==> src/rtl/reg_writeback_pkg.sv <==
// ============================================================================
// wb_pkg : shared encodings for the register-file write-back unit
// Revision: 1.0
// ============================================================================
`default_nettype none

package wb_pkg;

   typedef enum logic [1:0] {
      WB_ALU = 2'd0,
      WB_MEM = 2'd1,
      WB_PC4 = 2'd2,
      WB_IMM = 2'd3
   } wb_sel_e;

   localparam logic [2:0] F3_LB  = 3'b000;
   localparam logic [2:0] F3_LH  = 3'b001;
   localparam logic [2:0] F3_LW  = 3'b010;
   localparam logic [2:0] F3_LBU = 3'b100;
   localparam logic [2:0] F3_LHU = 3'b101;

   typedef enum logic [0:0] {
      S_IDLE     = 1'b0,
      S_WAIT_MEM = 1'b1
   } wb_state_e;

endpackage

`default_nettype wire

==> src/rtl/reg_writeback_if.sv <==
// ============================================================================
// reg_writeback_if : result, load-response and register-file write bundle
// Revision: 1.0
// ============================================================================
`default_nettype none

interface reg_writeback_if #(
   parameter int XLEN = 32
);
   logic            wb_valid_i;
   logic [4:0]      rd_i;
   logic [1:0]      wb_sel_i;
   logic [XLEN-1:0] alu_res_i;
   logic [XLEN-1:0] pc_i;
   logic [XLEN-1:0] imm_i;
   logic [2:0]      load_funct3_i;
   logic [1:0]      load_addr_lo_i;
   logic            mem_rvalid_i;
   logic [XLEN-1:0] mem_rdata_i;
   logic            busy_o;
   logic            rf_we_o;
   logic [4:0]      rf_waddr_o;
   logic [XLEN-1:0] rf_wdata_o;
   logic            err_o;

   modport master (
      output wb_valid_i, rd_i, wb_sel_i, alu_res_i, pc_i, imm_i,
             load_funct3_i, load_addr_lo_i, mem_rvalid_i, mem_rdata_i,
      input  busy_o, rf_we_o, rf_waddr_o, rf_wdata_o, err_o
   );

   modport slave (
      input  wb_valid_i, rd_i, wb_sel_i, alu_res_i, pc_i, imm_i,
             load_funct3_i, load_addr_lo_i, mem_rvalid_i, mem_rdata_i,
      output busy_o, rf_we_o, rf_waddr_o, rf_wdata_o, err_o
   );
endinterface

`default_nettype wire

==> src/rtl/reg_writeback_load_align.sv <==
// ============================================================================
// load_align : selects and extends the loaded byte/half/word, flags bad loads
// Revision: 1.0
// ============================================================================
`default_nettype none

module load_align
   import wb_pkg::*;
#(
   parameter int XLEN = 32
) (
   input  wire logic [2:0]      funct3_i,
   input  wire logic [1:0]      addr_lo_i,
   input  wire logic [XLEN-1:0] rdata_i,
   output logic      [XLEN-1:0] data_o,
   output logic                 err_o
);

   logic [7:0]  w_byte;
   logic [15:0] w_half;

   assign w_byte = rdata_i[{addr_lo_i, 3'b000} +: 8];
   assign w_half = rdata_i[{addr_lo_i[1], 4'b0000} +: 16];

   always_comb begin
      data_o = rdata_i;
      err_o  = 1'b0;
      case (funct3_i)
         F3_LB:  data_o = {{(XLEN-8){w_byte[7]}}, w_byte};
         F3_LBU: data_o = {{(XLEN-8){1'b0}}, w_byte};
         F3_LH: begin
            data_o = {{(XLEN-16){w_half[15]}}, w_half};
            err_o  = addr_lo_i[0];
         end
         F3_LHU: begin
            data_o = {{(XLEN-16){1'b0}}, w_half};
            err_o  = addr_lo_i[0];
         end
         F3_LW:  err_o = (addr_lo_i != 2'b00);
         default: err_o = 1'b1;
      endcase
   end

endmodule

`default_nettype wire

==> src/rtl/reg_writeback.sv <==
// ============================================================================
// reg_writeback : turns accepted results into one registered register-file
//                 write, waiting for load data with a bounded timeout
// Revision: 1.0
// ============================================================================
`default_nettype none

module reg_writeback #(
   parameter int XLEN    = 32,
   parameter int TIMEOUT = 16
) (
   input  wire logic       clk_i,
   input  wire logic       rst_i,
   reg_writeback_if.slave  bus
);
   import wb_pkg::*;

   localparam int            CW       = (TIMEOUT > 2) ? $clog2(TIMEOUT) : 1;
   localparam logic [CW-1:0] CNT_LAST = CW'(TIMEOUT - 1);

   wb_state_e       state_q, state_d;
   logic [CW-1:0]   cnt_q, cnt_d;
   logic [4:0]      rd_q, rd_d;
   logic [2:0]      f3_q, f3_d;
   logic [1:0]      lo_q, lo_d;
   logic            we_q, we_d;
   logic [4:0]      waddr_q, waddr_d;
   logic [XLEN-1:0] wdata_q, wdata_d;
   logic            err_q, err_d;

   logic [2:0]      w_al_f3;
   logic [1:0]      w_al_lo;
   logic [XLEN-1:0] w_al_data;
   logic            w_al_err;
   logic [XLEN-1:0] w_res;

   // One aligner serves both jobs: error check on the incoming load while
   // idle, extension of the latched load while waiting for data.
   assign w_al_f3 = (state_q == S_IDLE) ? bus.load_funct3_i  : f3_q;
   assign w_al_lo = (state_q == S_IDLE) ? bus.load_addr_lo_i : lo_q;

   load_align #(.XLEN(XLEN)) u_align (
      .funct3_i  (w_al_f3),
      .addr_lo_i (w_al_lo),
      .rdata_i   (bus.mem_rdata_i),
      .data_o    (w_al_data),
      .err_o     (w_al_err)
   );

   always_comb begin
      case (wb_sel_e'(bus.wb_sel_i))
         WB_PC4:  w_res = bus.pc_i + XLEN'(4);
         WB_IMM:  w_res = bus.imm_i;
         default: w_res = bus.alu_res_i;
      endcase
   end

   always_comb begin
      state_d = state_q;
      cnt_d   = cnt_q;
      rd_d    = rd_q;
      f3_d    = f3_q;
      lo_d    = lo_q;
      we_d    = 1'b0;
      waddr_d = waddr_q;
      wdata_d = wdata_q;
      err_d   = 1'b0;
      case (state_q)
         S_IDLE: begin
            if (bus.wb_valid_i) begin
               if (wb_sel_e'(bus.wb_sel_i) == WB_MEM) begin
                  if (w_al_err) begin
                     err_d = 1'b1;
                  end else begin
                     rd_d    = bus.rd_i;
                     f3_d    = bus.load_funct3_i;
                     lo_d    = bus.load_addr_lo_i;
                     cnt_d   = '0;
                     state_d = S_WAIT_MEM;
                  end
               end else if (bus.rd_i != 5'd0) begin
                  we_d    = 1'b1;
                  waddr_d = bus.rd_i;
                  wdata_d = w_res;
               end
            end
         end
         S_WAIT_MEM: begin
            // Data arriving on the final counter value still wins.
            if (bus.mem_rvalid_i) begin
               if (rd_q != 5'd0) begin
                  we_d    = 1'b1;
                  waddr_d = rd_q;
                  wdata_d = w_al_data;
               end
               state_d = S_IDLE;
            end else if (cnt_q == CNT_LAST) begin
               err_d   = 1'b1;
               state_d = S_IDLE;
            end else begin
               cnt_d = cnt_q + CW'(1);
            end
         end
         default: state_d = S_IDLE;
      endcase
   end

   always_ff @(posedge clk_i or posedge rst_i) begin
      if (rst_i) begin
         state_q <= S_IDLE;
         cnt_q   <= '0;
         rd_q    <= '0;
         f3_q    <= '0;
         lo_q    <= '0;
         we_q    <= 1'b0;
         waddr_q <= '0;
         wdata_q <= '0;
         err_q   <= 1'b0;
      end else begin
         state_q <= state_d;
         cnt_q   <= cnt_d;
         rd_q    <= rd_d;
         f3_q    <= f3_d;
         lo_q    <= lo_d;
         we_q    <= we_d;
         waddr_q <= waddr_d;
         wdata_q <= wdata_d;
         err_q   <= err_d;
      end
   end

   assign bus.busy_o     = (state_q == S_WAIT_MEM);
   assign bus.rf_we_o    = we_q;
   assign bus.rf_waddr_o = waddr_q;
   assign bus.rf_wdata_o = wdata_q;
   assign bus.err_o      = err_q;

endmodule

`default_nettype wire

==> src/flat_wrapper.sv <==
// flat-port wrapper written by rule: the top's interface ports become plain ports
module reg_writeback_flat import wb_pkg::*;
#(
   parameter int XLEN    = 32,
   parameter int TIMEOUT = 16
)
  (clk_i, rst_i, bus_wb_valid_i, bus_rd_i, bus_wb_sel_i, bus_alu_res_i, bus_pc_i, bus_imm_i, bus_load_funct3_i, bus_load_addr_lo_i, bus_mem_rvalid_i, bus_mem_rdata_i, bus_busy_o, bus_rf_we_o, bus_rf_waddr_o, bus_rf_wdata_o, bus_err_o);
  reg_writeback_if #(.XLEN(XLEN)) bus_i ();
  input  wire logic clk_i;
  input  wire logic rst_i;
  input wire logic [$bits(bus_i.wb_valid_i)-1:0] bus_wb_valid_i;
  input wire logic [$bits(bus_i.rd_i)-1:0] bus_rd_i;
  input wire logic [$bits(bus_i.wb_sel_i)-1:0] bus_wb_sel_i;
  input wire logic [$bits(bus_i.alu_res_i)-1:0] bus_alu_res_i;
  input wire logic [$bits(bus_i.pc_i)-1:0] bus_pc_i;
  input wire logic [$bits(bus_i.imm_i)-1:0] bus_imm_i;
  input wire logic [$bits(bus_i.load_funct3_i)-1:0] bus_load_funct3_i;
  input wire logic [$bits(bus_i.load_addr_lo_i)-1:0] bus_load_addr_lo_i;
  input wire logic [$bits(bus_i.mem_rvalid_i)-1:0] bus_mem_rvalid_i;
  input wire logic [$bits(bus_i.mem_rdata_i)-1:0] bus_mem_rdata_i;
  output wire logic [$bits(bus_i.busy_o)-1:0] bus_busy_o;
  output wire logic [$bits(bus_i.rf_we_o)-1:0] bus_rf_we_o;
  output wire logic [$bits(bus_i.rf_waddr_o)-1:0] bus_rf_waddr_o;
  output wire logic [$bits(bus_i.rf_wdata_o)-1:0] bus_rf_wdata_o;
  output wire logic [$bits(bus_i.err_o)-1:0] bus_err_o;
  assign bus_i.wb_valid_i = bus_wb_valid_i;
  assign bus_i.rd_i = bus_rd_i;
  assign bus_i.wb_sel_i = bus_wb_sel_i;
  assign bus_i.alu_res_i = bus_alu_res_i;
  assign bus_i.pc_i = bus_pc_i;
  assign bus_i.imm_i = bus_imm_i;
  assign bus_i.load_funct3_i = bus_load_funct3_i;
  assign bus_i.load_addr_lo_i = bus_load_addr_lo_i;
  assign bus_i.mem_rvalid_i = bus_mem_rvalid_i;
  assign bus_i.mem_rdata_i = bus_mem_rdata_i;
  assign bus_busy_o = bus_i.busy_o;
  assign bus_rf_we_o = bus_i.rf_we_o;
  assign bus_rf_waddr_o = bus_i.rf_waddr_o;
  assign bus_rf_wdata_o = bus_i.rf_wdata_o;
  assign bus_err_o = bus_i.err_o;
  reg_writeback #(.XLEN(XLEN), .TIMEOUT(TIMEOUT)) u_core (.clk_i(clk_i), .rst_i(rst_i), .bus(bus_i));
endmodule
==> config.mk <==
export PLATFORM = sky130hd
export DESIGN_NAME = reg_writeback_flat
export DESIGN_NICKNAME = d
export VERILOG_FILES = /design/src/rtl/reg_writeback_pkg.sv /design/src/rtl/reg_writeback_if.sv /design/src/rtl/reg_writeback_load_align.sv /design/src/rtl/reg_writeback.sv /design/src/flat_wrapper.sv
export SDC_FILE = /design/constraint.sdc
export NUM_CORES = 1
export LEC_CHECK = 0
export ABC_AREA = 0
export BUFFER_PORTS_ARGS = -buffer_cell sky130_fd_sc_hd__buf_2
export CAP_MARGIN = 25
export CORE_UTILIZATION = 40
export DETAILED_ROUTE_END_ITERATION = 7
export PLACE_DENSITY = 0.78
export RECOVER_POWER = 100
export SYNTH_ARGS = -nofsm -noshare
export SYNTH_HDL_FRONTEND = slang
export SYNTH_SLANG_ARGS = --single-unit
==> constraint.sdc <==
create_clock -name clk_i -period 2.4 [get_ports clk_i]
set_input_delay 0.24 -clock clk_i [delete_from_list [all_inputs] [get_ports clk_i]]
set_output_delay 0.24 -clock clk_i [all_outputs]
set_load 0.02 [all_outputs]
# After elaboration in Yosys (flattened, before gate mapping)
# Cells that the tools add are included.
# word_totals
regBits	54
inputBits	144
output_inout_bits	40
# classes
n_addsub	2
n_eq_ne	17
shift	2
mux	41
n_bitwise	2
reduce_logical	9
# ops
op	n
32-bit 2-to-1 mux	5
32-bit case mux with 2 select lines	2
32-bit case mux with 4 select lines	1
32-bit by 3-bit adder with 32-bit output, second input constant	1
32-bit by 6-bit variable part select with 16-bit output	1
32-bit by 6-bit variable part select with 8-bit output	1
5-bit 2-to-1 mux	5
4-bit 2-to-1 mux	5
2-bit != test, second input constant	9
1-bit 2-to-1 mux	15
5-bit case mux with 2 select lines	1
5-bit AND reduction	2
5-bit nonzero test	2
4-bit case mux with 2 select lines	1
3-bit == test, second input constant	2
1-bit case mux with 2 select lines	3
4-bit by 1-bit adder with 4-bit output, second input constant	1
2-bit == test, second input constant	2
4-bit == test, second input constant	1
4-bit AND reduction	1
2-bit OR reduction	2
3-bit by 1-bit == test with 1-bit output, second input constant	1
3-bit by 2-bit == test with 1-bit output, second input constant	1
3-bit zero test	1
other kinds (6)	7

# Longest topological paths before layout
# Gate-level depths: netlist of the first run.
# depth
depth_word	8
mapped_depth	8
mapped_depth_nobuf	6

# Modules after synthesis
# A second synthesis of the first run with hierarchy kept.
# hier_totals
hier_cells	538
area_unflattened_um2	4515.6
# modules_own_cells
mod	n_inst	cells_per_inst	area_per_inst_um2
reg_writeback	1	414	3723.6
load_align	1	124	792.0

# Worst setup path after synthesis of the first run
# OpenSTA, ideal clock, no wires.
# synth_timing
kind	register -> register
from	reg u_core.state_q (netlist: u_core.bus.busy_o)
to	reg u_core.f3_q[2]
t_arrival_ns	2.238
required_time_ns	2.275
slack_ns	0.037
stages_incl_launch_ff	7
path_buffers	2
cell_sequence	dfrtp_1 > buf_6 > mux2_4 > or4_4 > a31oi_4 > buf_6 > mux2_4
# synth_via
elab_chain_cells	6
# synth_lines
element	line_no	source
start, declared	reg_writeback.sv:21	wb_state_e state_q, state_d;
start signal, assigned	reg_writeback.sv:120	state_q <= state_d;
3-bit 2-to-1 mux	reg_writeback.sv:39	assign w_al_f3 = (state_q == S_IDLE) ? bus.load_funct3_i : f3_q;
3-bit == test, or another cell as far along	reg_writeback_load_align.sv:28	case (funct3_i)
2-bit OR reduction (no line)	n/a	
1-bit case mux with 3 select lines	reg_writeback_load_align.sv:28	
1-bit NOT (no line)	n/a	
4-bit AND reduction (no line) (*)	n/a	
end signal, assigned	reg_writeback.sv:113	f3_q <= '0;
end signal, assigned	reg_writeback.sv:123	f3_q <= f3_d;
end, declared	reg_writeback.sv:24	logic [2:0] f3_q, f3_d;
# Every way passes the cells marked *; elsewhere a longest branch is shown, timed or not.
# A chain may end at the register's enable or synchronous reset.

# Worst setup path in the final report of the first run
# layout_timing
from	reg u_core.state_q (netlist: u_core.bus.busy_o)
to	reg u_core.rd_q[0]
# layout_via
elab_chain_cells	6
# layout_lines
element	line_no	source
3-bit 2-to-1 mux	reg_writeback.sv:39	
3-bit == test, or another cell as far along	reg_writeback_load_align.sv:28	
2-bit OR reduction (no line)	n/a	
1-bit case mux with 3 select lines	reg_writeback_load_align.sv:28	
1-bit NOT (no line)	n/a	
4-bit AND reduction (no line) (*)	n/a	
end signal, assigned	reg_writeback.sv:122	rd_q <= rd_d;
end, declared	reg_writeback.sv:23	logic [4:0] rd_q, rd_d;
# Marked as above.

==> impl_metrics.csv, run 1 <==
group,metric,value,unit
run_status,run_status,"complete, no violations",
synthesis,async_reset_ff_share,100,%
worst_setup_path,path_class,"reg -> reg",
clock_tree,cts_num_sinks,54,
worst_setup_path,startpoint_type,"register",
synthesis,synth.avg_cell_area,8.02,µm²
global_routing,overflow,0,
worst_setup_path,cp.required,2.60,ns
power_and_ir_drop,clockPowerShare,18.2,%
power_and_ir_drop,p_sw,1.45,mW
placed_design,io_buffers,183,
clock_tree,cts_hold_buf,0,
power_and_ir_drop,swShare,41.7,%
worst_setup_path,end_kind,"register",
synthesis,yosysSeqAreaShare,31.0,%
synthesis,synth_top_family_by_area,"compound AO/OA/AOI/OAI gates",
synthesis,synth_simple_gate_area_share,25.5,%
timing,rsz0062_at_grt,"no",
cells_and_area,final_common_cell,"buf_2",
placed_design,gp_congestion,0.972,
synthesis,synthTopCellsByArea,"dfrtp_1, mux2i_1, nor2_1, nand2_1, a221oi_1",
global_routing,grt_start_max_net_pins,55,
min_path,holdPathStages,2,
clock_tree,cts_buffers,5,
clock_tree,cts_resized,0,
timing,worst_slew_pin_slew,1.36,ns
die,core,10500,µm²
power_and_ir_drop,p_per_area,624,nW/µm²
power_and_ir_drop,comb_power_share,43.5,%
worst_setup_path,arrival,2.51,ns
routing,drtIter0Drc,468,
timing,fin_skew,0.00898,ns
timing,setup_viol,0,
min_path,hold_class,"in -> reg",
timing,tns,0,ns
cells_and_area,layout_common_cells,"buf_2, nor2_1, nand2_1, dfrtp_1, clkbuf_1",
cells_and_area,layout.nets,872,
worst_setup_path,reg2reg_depth,5,
clock_tree,clk_latency,0.31,ns
timing,finalHoldViolCount,0,
die,fp.dieW,106,µm
die,num_rows,37,
synthesis,synth_mux_area_share,10.4,%
timing,fmax,432,MHz
routing,ant_nets,0,
synthesis,syn-cell-area,4360,µm²
power_and_ir_drop,fin_total_pwr,3.47,mW
synthesis,synthAdderAreaFrac,0.574,%
power_and_ir_drop,seqPwrFrac,38.3,%
global_routing,grt_pass1_vias,4905,
power_and_ir_drop,p_int,2.02,mW
routing,dr.pass1.iters,5,
global_routing,grt_pass1_wl,26.0,mm
timing,post-route-period-util,96.4,%
clock_tree,cts_tree,"built",
cells_and_area,drive_above_1_share,27.5,%
flow_run,max_cap_violations,0,
placed_design,dp_hpwl,13.3,mm
timing,slew_violations,0,
synthesis,synth_edf_count,0,
cells_and_area,antenna_cells,0,
synthesis,synthCells,544,
die,die_y,106,µm
clock_tree,root_buffer,"clkbuf_8",
clock_tree,post_cts_buffers,0,
synthesis,syn_nets,690,
die,dieArea,11300,µm²
power_and_ir_drop,vdd_drop_max,384,µV
synthesis,yosysTopAreaCellShare,31.0,%
power_and_ir_drop,cellLeakagePower,2.40,nW
synthesis,synth_flop_cell,"dfrtp_1",
die,initial_core_util,41.7,%
global_routing,antenna_found_initial,0,
synthesis,synthDistinctLibCells,62,
timing,relSlewSlack,9.51,%
placed_design,dp.cells,855,
routing,drc,0,
global_routing,groute.usage.overall,29.5,%
synthesis,ys_ff_latch,54,
routing,wl,16.9,mm
routing,wl_per_cell,19.6,µm
synthesis,synth_area_leader_cell,"dfrtp_1",
routing,avgViaCountPerCell,5.99,
worst_setup_path,worst-path-max-fanout,7,
cells_and_area,fin_util,53.1,%
cells_and_area,fin_cells,863,
synthesis,synth-compound-area-share,26.0,%
clock_tree,cts_buffer_depth,2,
timing,finalWorstPathRequiredPeriod,2.31,ns
routing,vias,5173,
synthesis,synth_xor_area_share,1.81,%
die,ios,184,
cells_and_area,syn_to_final_growth,27.3,%
clock_tree,cts-htree-levels,2,
clock_tree,clkSlewWorstSetupHoldPaths,0.10,ns
synthesis,yosys_warnings,0,
==> power groups by stage <==
stage / sequential (mW) / combinational, mW / clock, mW
6_report: 1.33 / 1.51 / 0.631
5_1_grt: 1.35 / 1.65 / 0.669
4_1_cts: 1.32 / 1.55 / 0.636
3_5_place_dp: 1.34 / 1.55 / 0
3_3_place_gp: 1.33 / 1.52 / 0
2_1_floorplan: 1.49 / 0.751 / 0
==> metrics by stage <==
step	worst slack [ns]	hold WS (ns)	area, µm²
3_5_place_dp	0.110	0.465	5510
4_1_cts	0.0931	0.143	5620
5_1_grt	0.0282	0.176	5560
6_report	0.0854	0.187	5560
3_3_place_gp	0.171	0.460	5510
2_1_floorplan	0.0365	0.350	4360
==> layer usage <==
metal  share of wire (%)  track usage (%)
met1                  43             39.9
met2                  45             47.5
met3                 9.4             5.70
met4                 2.5             8.71
met5                   0                0
==> synthesized netlist by cell type, types with 7 or more instances <==
cell      number
inv_1          8
clkbuf_1      26
mux2i_1       28
a221oi_1      21
mux2_2         9
nor2_1        73
nand4_1        9
a211oi_1      24
a21oi_1       24
buf_2          7
nor3_1        12
nand3_1       22
dfrtp_1       54
nor2b_1       13
nor4_1         8
nand2b_1       8
nand2_1       60
xor2_1         7
a221o_1        7
o21ai_0       36
==> layout make-up <==
cell class                 instances  area, µm²
timing repair buffer             212       1090
multi-input combinational        444       2800
inverter                           9       33.8
clock inverter                     2       37.5
fill                            1046       4910
sequential                        54       1350
tap                              136        170
clock buffer                       6       72.6
==> critical path, cell delays in order, from the launching register on <==
cell and delay (ns):
dfrtp_1 0.51, mux2_2 0.41, or4_4 0.55, a31oi_4 0.20, buf_4 0.19, mux2_1 0.34
==> kinds of logic after synthesis <==
logic type	count (synthesis)
compound gates	161
xor+xnor	9
fa+ha+maj	2
buf+inv	46
flops	54
mux	42
simple gates	230
==> worst paths after layout <==
path	start	end	slack [ns]
max in group asynchronous	rst_i	u_core.bus.rf_wdata_o[16]$_DFFE_PP0P_	1.22
hold / removal	bus_load_funct3_i[2]	u_core.f3_q[2]$_DFFE_PP0P_	0.19
hold reg to reg	u_core.bus.rf_wdata_o[12]$_DFFE_PP0P_	u_core.bus.rf_wdata_o[12]$_DFFE_PP0P_	0.49
setup reg to reg	u_core.bus.busy_o$_DFF_PP0_	u_core.rd_q[0]$_DFFE_PP0P_	0.09
min in group asynchronous	rst_i	u_core.bus.rf_wdata_o[25]$_DFFE_PP0P_	0.37
setup / recovery	u_core.bus.busy_o$_DFF_PP0_	u_core.rd_q[0]$_DFFE_PP0P_	0.09
==> sequential cells by signal, indices dropped and copies added (netlist names), 2 cells and up <==
signal,cells
u_core.cnt_q,4
u_core.f3_q,3
u_core.bus.rf_wdata_o,32
u_core.bus.rf_waddr_o,5
u_core.rd_q,5
u_core.lo_q,2
Note: power is estimated with default switching activity, not from simulation.
==> inputs of run 2 (changes only) <==
CORE_UTILIZATION = 28   (was 40)
PLACE_DENSITY = 0.61   (was 0.78)
clock period = 2.3 ns   (was 2.4 ns; I/O delays follow)
==> impl_metrics.csv, run 2 (synthesized netlist as in run 1, its figures left out) <==
group,metric,value,unit
routing,drc,0,
worst_setup_path,rr_startpoint,"u_core.bus.busy_o$_DFF_PP0_",
global_routing,overflow,0,
timing,rsz0062_at_grt,"no",
timing,post-route-period-util,96.4,%
timing,whs,0.180,ns
routing,drtIter0Drc,408,
timing,setup_viol,0,
timing,slew_violations,0,
global_routing,antenna_found_initial,0,
flow_run,max_cap_violations,0,
worst_setup_path,cp-startpoint,"u_core.bus.busy_o$_DFF_PP0_",
worst_setup_path,slowest_stage,"or4_4",
worst_setup_path,timing.critical_path.mode_cell,"mux2_1",
global_routing,groute.usage.overall,21.7,%
cells_and_area,layout.nets,878,
worst_setup_path,worst-path-max-fanout,16,
die,num_rows,45,
timing,relSlewSlack,9.18,%
die,initial_core_util,28.7,%
clock_tree,root_buffer,"clkbuf_16",
cells_and_area,final_common_cell,"buf_2",
global_routing,grt_start_max_net_pins,55,
worst_setup_path,startpoint_type,"register",
worst_setup_path,reg2reg_depth,5,
worst_setup_path,reg2reg_slack,0.08,ns
worst_setup_path,cp-endpoint,"u_core.f3_q[2]$_DFFE_PP0P_",
cells_and_area,fillerInstances,1669,
worst_setup_path,arrival,2.40,ns
routing,vias,5033,
worst_setup_path,cp_cell_sequence,"mux2_1 -> or4_4 -> a31oi_4 -> buf_12 -> mux2_1",
clock_tree,cts_buffers,5,
timing,finalHoldViolCount,0,
die,dieArea,16100,µm²
die,fp.dieW,127,µm
run_status,run_status,"complete, no violations",
routing,wl,17.8,mm
die,core,15200,µm²
timing,fmax,451,MHz
power_and_ir_drop,p_per_area,674,nW/µm²
worst_setup_path,cp.buffers_inverters,1,
cells_and_area,multi_input_area,2800,µm²
timing,finalWorstSetupSlack,0.0827,ns
routing,wl_per_cell,19.4,µm
die,ios,184,
min_path,hold_class,"in -> reg",
worst_setup_path,regToRegEndpoint,"u_core.f3_q[2]$_DFFE_PP0P_",
power_and_ir_drop,vdd_drop_max,446,µV
worst_setup_path,end_kind,"register",
routing,avgViaCountPerCell,5.46,
clock_tree,cts_buffer_depth,2,
timing,fin_skew,0.00936,ns
placed_design,io_buffers,183,
worst_setup_path,cpPeakStageDelay,0.55,ns
placed_design,place_ws,0.126,ns
worst_setup_path,cp.required,2.49,ns
clock_tree,clk_latency,0.30,ns
timing,finalWorstPathRequiredPeriod,2.22,ns
global_routing,grt_pass1_wl,26.8,mm
routing,dr.pass1.iters,5,
placed_design,dp_hpwl,14.4,mm
global_routing,grt_pass1_vias,4709,
timing,tns,0,ns
clock_tree,post_cts_buffers,0,
cells_and_area,antenna_cells,0,
clock_tree,cts_num_sinks,54,
clock_tree,cts_tree,"built",
worst_setup_path,path_class,"reg -> reg",
placed_design,gp_congestion,0.897,
clock_tree,clkSlewWorstSetupHoldPaths,0.08,ns
timing,worst_slew_pin_slew,1.36,ns
cells_and_area,drive_above_1_share,28.1,%
worst_setup_path,critical_path.top_delay_family,"multiplexers",
worst_setup_path,worst-path-stages,5,
die,die_y,127,µm
cells_and_area,layout_common_cells,"buf_2, nor2_1, nand2_1, dfrtp_1, clkbuf_1",
routing,ant_nets,0,
clock_tree,cts-htree-levels,2,
cells_and_area,seq_area,1350,µm²
cells_and_area,syn_to_final_growth,31.7,%
min_path,worstHoldStart,"bus_rd_i[1]",
power_and_ir_drop,cellLeakagePower,2.45,nW
cells_and_area,largest_reg_flops,32,
## run 2: changes by cell type in the layout (fill, tap and decap cells not counted), sizes merged
cell,previous run,this run
dlygate4sd3,0,1
buf,170,176
clkinvlp,1,0
inv,9,11
clkbuf,48,46
## run 2: report_power, final
| group | internal [mW] | total (mW) | leakage (nW) | switching [mW] |
|---|---|---|---|---|
| Sequential | 1.20 | 1.37 | 0.643 | 0.173 |
| Combinational | 0.597 | 1.60 | 1.72 | 1.00 |
| Clock | 0.523 | 0.906 | 0.0848 | 0.383 |
## run 2: through the flow
step                utilization [%]  instance area (µm²)  power [mW]  instances
global placement               37.1                 5640        3.03        912
floorplan                         -                 4360        2.33        544
detailed placement             37.1                 5640        3.04        912
finish                         37.8                 5750        3.87        921
global route                   37.8                 5750        4.10        921
CTS                            38.3                 5820        3.95        921
## run 2: layout make-up
class	count	area share, %
clock buffers	5	2.18
clock inverters	3	0.828
inverters	9	0.632
multi-input cells	444	48.7
flip-flops and latches	54	23.5
well taps	188	4.09
repair buffers	218	20.1
## run 2: worst min-delay path by stage
stage                                                 end  slack, ns  cells after the start
floorplan                      u_core.bus.err_o$_DFF_PP0_       0.34                      1
global placement    u_core.bus.rf_wdata_o[27]$_DFFE_PP0P_       0.30                      3
detailed placement  u_core.bus.rf_wdata_o[27]$_DFFE_PP0P_       0.31                      3
CTS                            u_core.rd_q[2]$_DFFE_PP0P_       0.18                      2
global route                   u_core.rd_q[0]$_DFFE_PP0P_       0.18                      2
finish                         u_core.rd_q[1]$_DFFE_PP0P_       0.18                      2
## run 2: worst reg2reg max path: stages, from the launching register on
cell	delay (ns)
dfrtp_2	0.46
mux2_1	0.38
or4_4	0.55
a31oi_4	0.21
buf_12	0.17
mux2_1	0.33
## run 2: per-layer routing
layer	vias up	GRT usage (%)	share of wire, %
met5	-	0	0
met4	0	4.97	1.3
met3	11	3.58	6.6
met2	206	35.2	46
met1	2401	30.0	46
li1	2415	-	-
## run 2: repair_timing
item | 4_1_cts | 5_1_grt
resized for setup | 0 | 2
hold endpoints to repair | 54 | 0
hold buffers | 1 | 0
setup endpoints to repair | 0 | 5
==> inputs of run 3 (changes only) <==
CORE_UTILIZATION = 25   (was 28)
PLACE_DENSITY = 0.56   (was 0.61)
==> impl_metrics.csv, run 3 (synthesized netlist as in run 1, its figures left out) <==
group,metric,value,unit
worst_setup_path,cp.required,2.49,ns
routing,dr.pass1.iters,6,
timing,relSlewSlack,39.7,%
cells_and_area,fin_cells,958,
placed_design,gp_congestion,0.920,
timing,tns,0,ns
worst_setup_path,cpPeakStageDelay,0.56,ns
clock_tree,cts_num_sinks,54,
timing,worst_slew_pin_slew,0.904,ns
worst_setup_path,timing.critical_path.mode_cell,"mux2_2",
min_path,hold_class,"in -> reg",
worst_setup_path,arrival,2.43,ns
routing,wl_per_cell,19.3,µm
cells_and_area,largest_reg_flops,32,
routing,drc,0,
die,core,16800,µm²
worst_setup_path,critical_path.top_delay_family,"multiplexers",
routing,wl,18.4,mm
cells_and_area,finalInstanceArea,5810,µm²
cells_and_area,final_common_cell,"buf_2",
die,num_rows,47,
clock_tree,clk_latency,0.30,ns
clock_tree,cts-htree-levels,2,
timing,fmax,446,MHz
timing,slew_violations,0,
clock_tree,root_buffer,"clkbuf_16",
clock_tree,cts_buffers,5,
routing,drtIter0Drc,324,
routing,avgViaCountPerCell,5.25,
placed_design,dp_hpwl,14.7,mm
timing,finalWorstPathRequiredPeriod,2.24,ns
worst_setup_path,path_class,"reg -> reg",
timing,finalHoldViolCount,0,
timing,fin_skew,0.00815,ns
worst_setup_path,end_kind,"register",
timing,setup_viol,0,
placed_design,place_ws,0.0568,ns
flow_run,max_cap_violations,0,
routing,vias,5030,
power_and_ir_drop,vdd_drop_max,397,µV
worst_setup_path,cp_cell_sequence,"mux2_2 -> or4_4 -> a31oi_4 -> clkbuf_1 -> mux2_2",
cells_and_area,fin_util,34.5,%
power_and_ir_drop,fin_total_pwr,3.89,mW
worst_setup_path,startpoint_type,"register",
die,die_y,134,µm
die,fp.dieW,134,µm
run_status,run_status,"complete, no violations",
cells_and_area,drive_above_1_share,28.2,%
clock_tree,post_cts_buffers,0,
cells_and_area,layout_common_cells,"buf_2, nor2_1, nand2_1, dfrtp_1, clkbuf_1",
clock_tree,cts_buffer_depth,2,
global_routing,groute.usage.overall,20.1,%
global_routing,grt_pass1_wl,27.6,mm
worst_setup_path,worst-path-max-fanout,8,
worst_setup_path,cp.buffers_inverters,1,
cells_and_area,layout.nets,879,
clock_tree,cts_tree,"built",
global_routing,antenna_found_initial,4,
placed_design,placed_cell_area,5690,µm²
die,initial_core_util,25.9,%
timing,finalWorstSetupSlack,0.0575,ns
timing,post-route-period-util,97.5,%
global_routing,overflow,0,
global_routing,grt_pass1_vias,4726,
cells_and_area,syn_to_final_growth,33.1,%
power_and_ir_drop,cellLeakagePower,2.46,nW
routing,ant_nets,0,
placed_design,dp.cells,945,
worst_setup_path,slowest_stage,"or4_4",
clock_tree,clkSlewWorstSetupHoldPaths,0.08,ns
placed_design,io_buffers,183,
timing,rsz0062_at_grt,"no",
die,dieArea,18000,µm²
global_routing,grt_start_max_net_pins,36,
power_and_ir_drop,p_per_area,671,nW/µm²
die,ios,184,
timing,whs,0.184,ns
## run 3: layout make-up
class,count,area (µm²)
antenna,4,10.0
clock buffer,5,125
clock inverter,3,47.5
fill,1861,11000
inverter,9,36.3
multi-input combinational,444,2800
sequential,54,1350
tap,220,275
timing repair buffer,219,1160
## run 3: worst paths after layout
check / start / to / slack (ns) / cells past startpoint
setup / recovery: u_core.bus.busy_o$_DFF_PP0_ / u_core.lo_q[0]$_DFFE_PP0P_ / 0.06 / 5
hold / removal: bus_load_funct3_i[2] / u_core.f3_q[2]$_DFFE_PP0P_ / 0.18 / 2
setup reg to reg: u_core.bus.busy_o$_DFF_PP0_ / u_core.lo_q[0]$_DFFE_PP0P_ / 0.06 / 5
hold reg to reg: u_core.bus.rf_wdata_o[14]$_DFFE_PP0P_ / u_core.bus.rf_wdata_o[14]$_DFFE_PP0P_ / 0.48 / 2
max in group asynchronous: rst_i / u_core.bus.rf_wdata_o[23]$_DFFE_PP0P_ / 0.37 / 4
min in group asynchronous: rst_i / u_core.bus.rf_waddr_o[3]$_DFFE_PP0P_ / 0.67 / 3
## run 3: metal layers
layer	wire (µm)	vias up	global-route usage [%]
met5	0	-	0
li1	-	2424	-
met2	8410	215	33.0
met4	292	0	3.87
met3	1420	20	3.55
met1	8330	2371	27.7
## run 3: where the power goes
| group | internal (mW) | switching, mW | leakage [nW] |
|---|---|---|---|
| Sequential | 1.20 | 0.185 | 0.643 |
| Combinational | 0.599 | 1.01 | 1.73 |
| Clock | 0.521 | 0.386 | 0.0844 |
## run 3: repair_timing
item,CTS,global route
endpoints found under the hold margin,22,0
endpoints found under the setup margin,0,19
gates resized for setup,0,4
hold buffers,1,0
## run 3: worst reg2reg max path, stage by stage, from the launching register on
cell	delay, ns
dfrtp_2	0.48
mux2_2	0.37
or4_4	0.56
a31oi_4	0.21
clkbuf_1	0.17
mux2_2	0.34
